File: src/rtl/instr_mem_arbiter.sv
// Instruction memory arbiter: shares one memory port between CPU fetch
// and program-loader writes with alternating priority on conflict.
//
// Ports:
//   CLK, RESET          clock (rising edge), async active-high reset
//   CPU_READ/ADDRESS    CPU fetch request and byte address
//   CPU_READDATA        fetched word, updated when a read completes
//   CPU_BUSYWAIT        CPU stall
//   LD_WRITE/ADDRESS    loader write request and byte address
//   LD_WRITEDATA        loader word
//   LD_BUSYWAIT         loader stall
//   MEM_READ/WRITE      memory strobes
//   MEM_ADDRESS         word-aligned memory address (latched at grant)
//   MEM_WRITEDATA       memory write word (latched at grant)
//   MEM_READDATA        memory read word
//   MEM_BUSYWAIT        memory not ready
module instr_mem_arbiter (
    input  logic        CLK,
    input  logic        RESET,
    input  logic        CPU_READ,
    input  logic [31:0] CPU_ADDRESS,
    output logic [31:0] CPU_READDATA,
    output logic        CPU_BUSYWAIT,
    input  logic        LD_WRITE,
    input  logic [31:0] LD_ADDRESS,
    input  logic [31:0] LD_WRITEDATA,
    output logic        LD_BUSYWAIT,
    output logic        MEM_READ,
    output logic        MEM_WRITE,
    output logic [31:0] MEM_ADDRESS,
    output logic [31:0] MEM_WRITEDATA,
    input  logic [31:0] MEM_READDATA,
    input  logic        MEM_BUSYWAIT
);

    typedef enum logic [2:0] {
        IDLE,
        CPU_ACC,
        LD_ACC,
        CPU_DONE,
        LD_DONE
    } state_t;

    localparam logic GRANT_CPU = 1'b0;
    localparam logic GRANT_LD  = 1'b1;

    state_t      state;
    state_t      next_state;
    logic        last_grant;
    logic        next_last_grant;
    logic        grant_cpu;
    logic        grant_ld;
    logic [31:0] addr_q;
    logic [31:0] wdata_q;
    logic [31:0] rdata_q;
    logic [31:0] cpu_word;
    logic [31:0] ld_word;

    assign cpu_word = CPU_ADDRESS & 32'hFFFF_FFFC;
    assign ld_word  = LD_ADDRESS & 32'hFFFF_FFFC;

    always_comb begin
        next_state      = state;
        next_last_grant = last_grant;
        grant_cpu       = 1'b0;
        grant_ld        = 1'b0;
        case (state)
            IDLE: begin
                // On conflict the side that did not win last time goes first.
                if (CPU_READ && LD_WRITE) begin
                    if (last_grant == GRANT_LD) grant_cpu = 1'b1;
                    else                        grant_ld  = 1'b1;
                end else if (CPU_READ) begin
                    grant_cpu = 1'b1;
                end else if (LD_WRITE) begin
                    grant_ld = 1'b1;
                end
                if (grant_cpu) next_state = CPU_ACC;
                if (grant_ld)  next_state = LD_ACC;
            end
            CPU_ACC: begin
                if (!MEM_BUSYWAIT) begin
                    next_state      = CPU_DONE;
                    next_last_grant = GRANT_CPU;
                end
            end
            LD_ACC: begin
                if (!MEM_BUSYWAIT) begin
                    next_state      = LD_DONE;
                    next_last_grant = GRANT_LD;
                end
            end
            // DONE always returns to IDLE so a held request is re-arbitrated.
            CPU_DONE: next_state = IDLE;
            LD_DONE:  next_state = IDLE;
            default:  next_state = IDLE;
        endcase
    end

    always_ff @(posedge CLK or posedge RESET) begin
        if (RESET) begin
            state      <= IDLE;
            last_grant <= GRANT_LD;
            addr_q     <= 32'd0;
            wdata_q    <= 32'd0;
            rdata_q    <= 32'd0;
        end else begin
            state      <= next_state;
            last_grant <= next_last_grant;
            if (grant_cpu) begin
                addr_q  <= cpu_word;
                wdata_q <= LD_WRITEDATA;
            end
            if (grant_ld) begin
                addr_q  <= ld_word;
                wdata_q <= LD_WRITEDATA;
            end
            if (state == CPU_ACC && !MEM_BUSYWAIT) begin
                rdata_q <= MEM_READDATA;
            end
        end
    end

    assign MEM_READ      = (state == CPU_ACC);
    assign MEM_WRITE     = (state == LD_ACC);
    assign MEM_ADDRESS   = addr_q;
    assign MEM_WRITEDATA = wdata_q;
    assign CPU_READDATA  = rdata_q;
    assign CPU_BUSYWAIT  = CPU_READ && (state != CPU_DONE);
    assign LD_BUSYWAIT   = LD_WRITE && (state != LD_DONE);

endmodule

File: config.mk
export PLATFORM = sky130hd
export DESIGN_NAME = instr_mem_arbiter
export DESIGN_NICKNAME = d
export VERILOG_FILES = /design/src/rtl/instr_mem_arbiter.sv
export SDC_FILE = /design/constraint.sdc
export NUM_CORES = 1
export LEC_CHECK = 0
export CORE_UTILIZATION = 43
export CTS_BUF_LIST = sky130_fd_sc_hd__clkbuf_2
export DETAILED_ROUTE_END_ITERATION = 6
export PLACE_DENSITY = 0.95
export SLEW_MARGIN = 20
export SYNTH_ARGS = -nofsm -noshare
export SYNTH_HDL_FRONTEND = slang
export SYNTH_SLANG_ARGS = --single-unit
File: constraint.sdc
create_clock -name CLK -period 11.69 [get_ports CLK]
set_input_delay 3.507 -clock CLK [delete_from_list [all_inputs] [get_ports CLK]]
set_output_delay 3.507 -clock CLK [all_outputs]
set_load 0.005 [all_outputs]
==> results by group <==
Worst setup path
  – Critical R2R Capture: CPU_READDATA[31]
  – Worst path most repeated cell: clkdlybuf4s50_1
  – Crit-path max cell delay: 680 ps
  – Crit path capture type: output pin
  – Worst setup endpoint: CPU_BUSYWAIT
  – Arrival time worst endpoint: 4920 ps
  – Required time of the critical path: 8180 ps
  – Slowest-stage cell, CP: clkdlybuf4s50_1
  – CP Class: in2out
  – CP startpoint: CPU_READ
  – Crit path max fanout: 6
  – R2R setup slack: 9550 ps
  – CP Depth: 3
  – Count of buffer and inverter cells on the critical path: 2
  – FF-to-FF Start: state[0]
  – Cell family with most CP delay: buffers and inverters
  – Reg2reg path depth: 3
  – Cell breakdown of the critical path: clkdlybuf4s50_1 -> o31a_1 -> clkdlybuf4s50_1
  – Worst setup SP type: input pin

Timing
  – Setup violations, final: 0
  – Fmax: 118.7 MHz
  – Final period demand of the worst path: 8423 ps
  – Tcrit/Tclk final: 72.06%
  – Slew Viols, Final: 0
  – Final Skew: 39.72 ps
  – Setup slack after layout: 3267 ps
  – Unrepaired setup endpoints after global routing: no
  – Post-Route Setup TNS: 0 ps
  – Least-Margin Pin Slew: 949.3 ps
  – Relative slew slack: 36.58%
  – Final hold vios: 0

Logic synthesis
  – Mux share of post-synthesis cell area: 17.37%
  – Cell count after synthesis: 335
  – Largest family of logic cells by synthesized area: multiplexers
  – Synth top cells by count: dfrtp_1, a21oi_1, mux2_2
  – Adder-cell share of the synthesized area: 0%
  – Synth Area per Inst: 12.39 µm²
  – Yosys cell types: 26
  – Synthesis warning total: 0
  – Post-synthesis compound-gate area fraction: 14.26%
  – Post-synth EDFFs: 0
  – Area leader, netlist: dfrtp_1
  – Asr flop ratio synth: 100.0%
  – FF+latch count, synth: 98
  – Post-synthesis simple-gate area fraction: 4.946%
  – Cell Area, Synth: 4149 µm²
  – Top post-synthesis cells by area: dfrtp_1, mux2_2, mux2_1
  – Seq/Total Area, Yosys: 59.14%
  – XOR/XNOR Fraction of Synth Area: 0%
  – Post-synth top area share: 58.50%
  – Ys flop type: dfrtp_1
  – Most common cell in the netlist: dfrtp_1

Floorplan
  – Chip Width: 100.2 µm
  – Die ar.: 10050 µm²
  – Core area: 9284 µm²
  – I/O pin total: 233
  – Starting Density: 44.69%
  – # rows: 35
  – Die Y: 100.2 µm

Power and ir drop
  – VDD IR max: 0.1441 mV
  – Sw Ratio: 33.33%
  – Clock power frac: 9.9%
  – Sw power: 510.3 µW
  – Logic pwr share: 50.7%
  – P_leak: 2.669 nW
  – Pwr Density: 232.4 nW/µm²
  – Total power draw: 1.531 mW
  – Register share of total power: 39.4%
  – Internal power: 1.021 mW

Run
  – Max-cap violations: 0

Route
  – Drt wl/cell: 17.20 µm
  – Drt total wl: 11750 µm
  – Vias per Instance: 5.119
  – DR iter-0 viols: 140
  – DRC viols: 0
  – 1st-pass router iterations: 4
  – Vias: 3496
  – DRT antenna net count: 0

Min path
  – Hold Path Class: reg2reg
  – Hold Crit Start: CPU_READDATA[27]

Global route
  – Vias in the first global route: 3675
  – Total GRT Usage: 23.69%
  – Largest net degree at the start of global routing: 59
  – Total grt overflow: 0
  – Antenna violations before repair: 0
  – First-pass GRT wire length: 18310 µm

CTS
  – Postcts setup bufs: 0
  – Hold-fix buffers, CTS: 0
  – Clock tree buffer depth: 2
  – Clock Latency Late Sink: 540 ps
  – Resize count post-CTS: 0
  – H-tree levels: 3
  – Worst-path clk slew: 250 ps
  – Clock tree root buffer cell: clkbuf_2
  – CTS Buf Count: 9
  – Num Clock Sinks: 98
  – CTS tree: yes

Place
  – Placed Area: 6466 µm²
  – Number of I/O port buffers: 226
  – Dpl ws: 3310 ps
  – Post-DP HPWL: 8805 µm
  – Placer Congestion: 0.7248

Finish
  – Final #Nets: 682
  – Share of cells above drive strength 1: 11.37%
  – Area taken by multi-input logic gates: 1564 µm²
  – Final Instance Area: 6589 µm²
  – Register Area: 2454 µm²
  – ANT cells: 0
  – Layout area overhead: 58.81%
  – Filler cells: 683

Run status
  – Outcome: complete, no violations
[power groups by stage]
stage | registers, mW | logic [mW] | clock network, mW
after floorplan | 0.612 | 0.316 | 0
after global placement | 0.594 | 0.746 | 0
after detailed placement | 0.613 | 0.775 | 0
after CTS | 0.603 | 0.776 | 0.156
after global routing | 0.623 | 0.836 | 0.167
final | 0.603 | 0.777 | 0.151
[cell usage in the layout (no fill, tap or decap), types with 2 or more instances in the layout]
cell / count
a21oi_1: 33
buf_4: 2
clkbuf_2: 10
clkdlybuf4s50_1: 226
clkinvlp_4: 4
conb_1: 2
dfrtp_1: 97
inv_1: 3
mux2_1: 31
mux2_2: 33
nor2_1: 31
o21ai_0: 31
o31ai_1: 30
[per-layer routing]
layer	routed length [µm]	vias up	global-route usage [%]
met2	6022	170	40.46
met1	4498	1689	28.39
li1	-	1613	-
met5	0	-	0
met4	295	0	9.810
met3	929	24	6.267
[cells by family after synthesis]
logic type | count (synthesis)
buffers and inverters | 31
other | 1
DFF | 98
and+or+nand+nor | 41
muxes | 64
AOI/OAI and AO/OA | 100
[cell type report]
class	instances	area share, %
flip-flops and latches	98	37.24
repair buffers	229	34.79
multi-input cells	207	23.74
well taps	129	2.450
clock buffers	10	0.7596
clock inverters	6	0.7596
inverters	4	0.2659
[stage by stage]
step,hold WS (ps),instances,util (%)
2_1_floorplan,463.2,336,-
3_3_place_gp,466.7,666,69.57
3_5_place_dp,473.9,666,69.65
4_1_cts,525.5,682,70.73
5_1_grt,533.7,683,70.97
6_report,523.2,683,70.97
[how the worst min path moves through the flow]
stage	endpoint	depth (start not counted)	slack [ps]
global route	CPU_READDATA[15]	1	530
CTS	CPU_READDATA[27]	1	530
floorplan	last_grant	2	460
detailed placement	CPU_READDATA[27]	1	470
global placement	CPU_READDATA[19]	1	470
finish	CPU_READDATA[27]	1	520
[state kept, by name (all words and copies together), names as in the netlist]
| signal | cells |
|---|---|
| MEM_ADDRESS | 30 |
| CPU_READDATA | 32 |
| MEM_WRITEDATA | 32 |
| last_grant | 1 |
| state | 3 |
(Power assumes the default switching activity.)
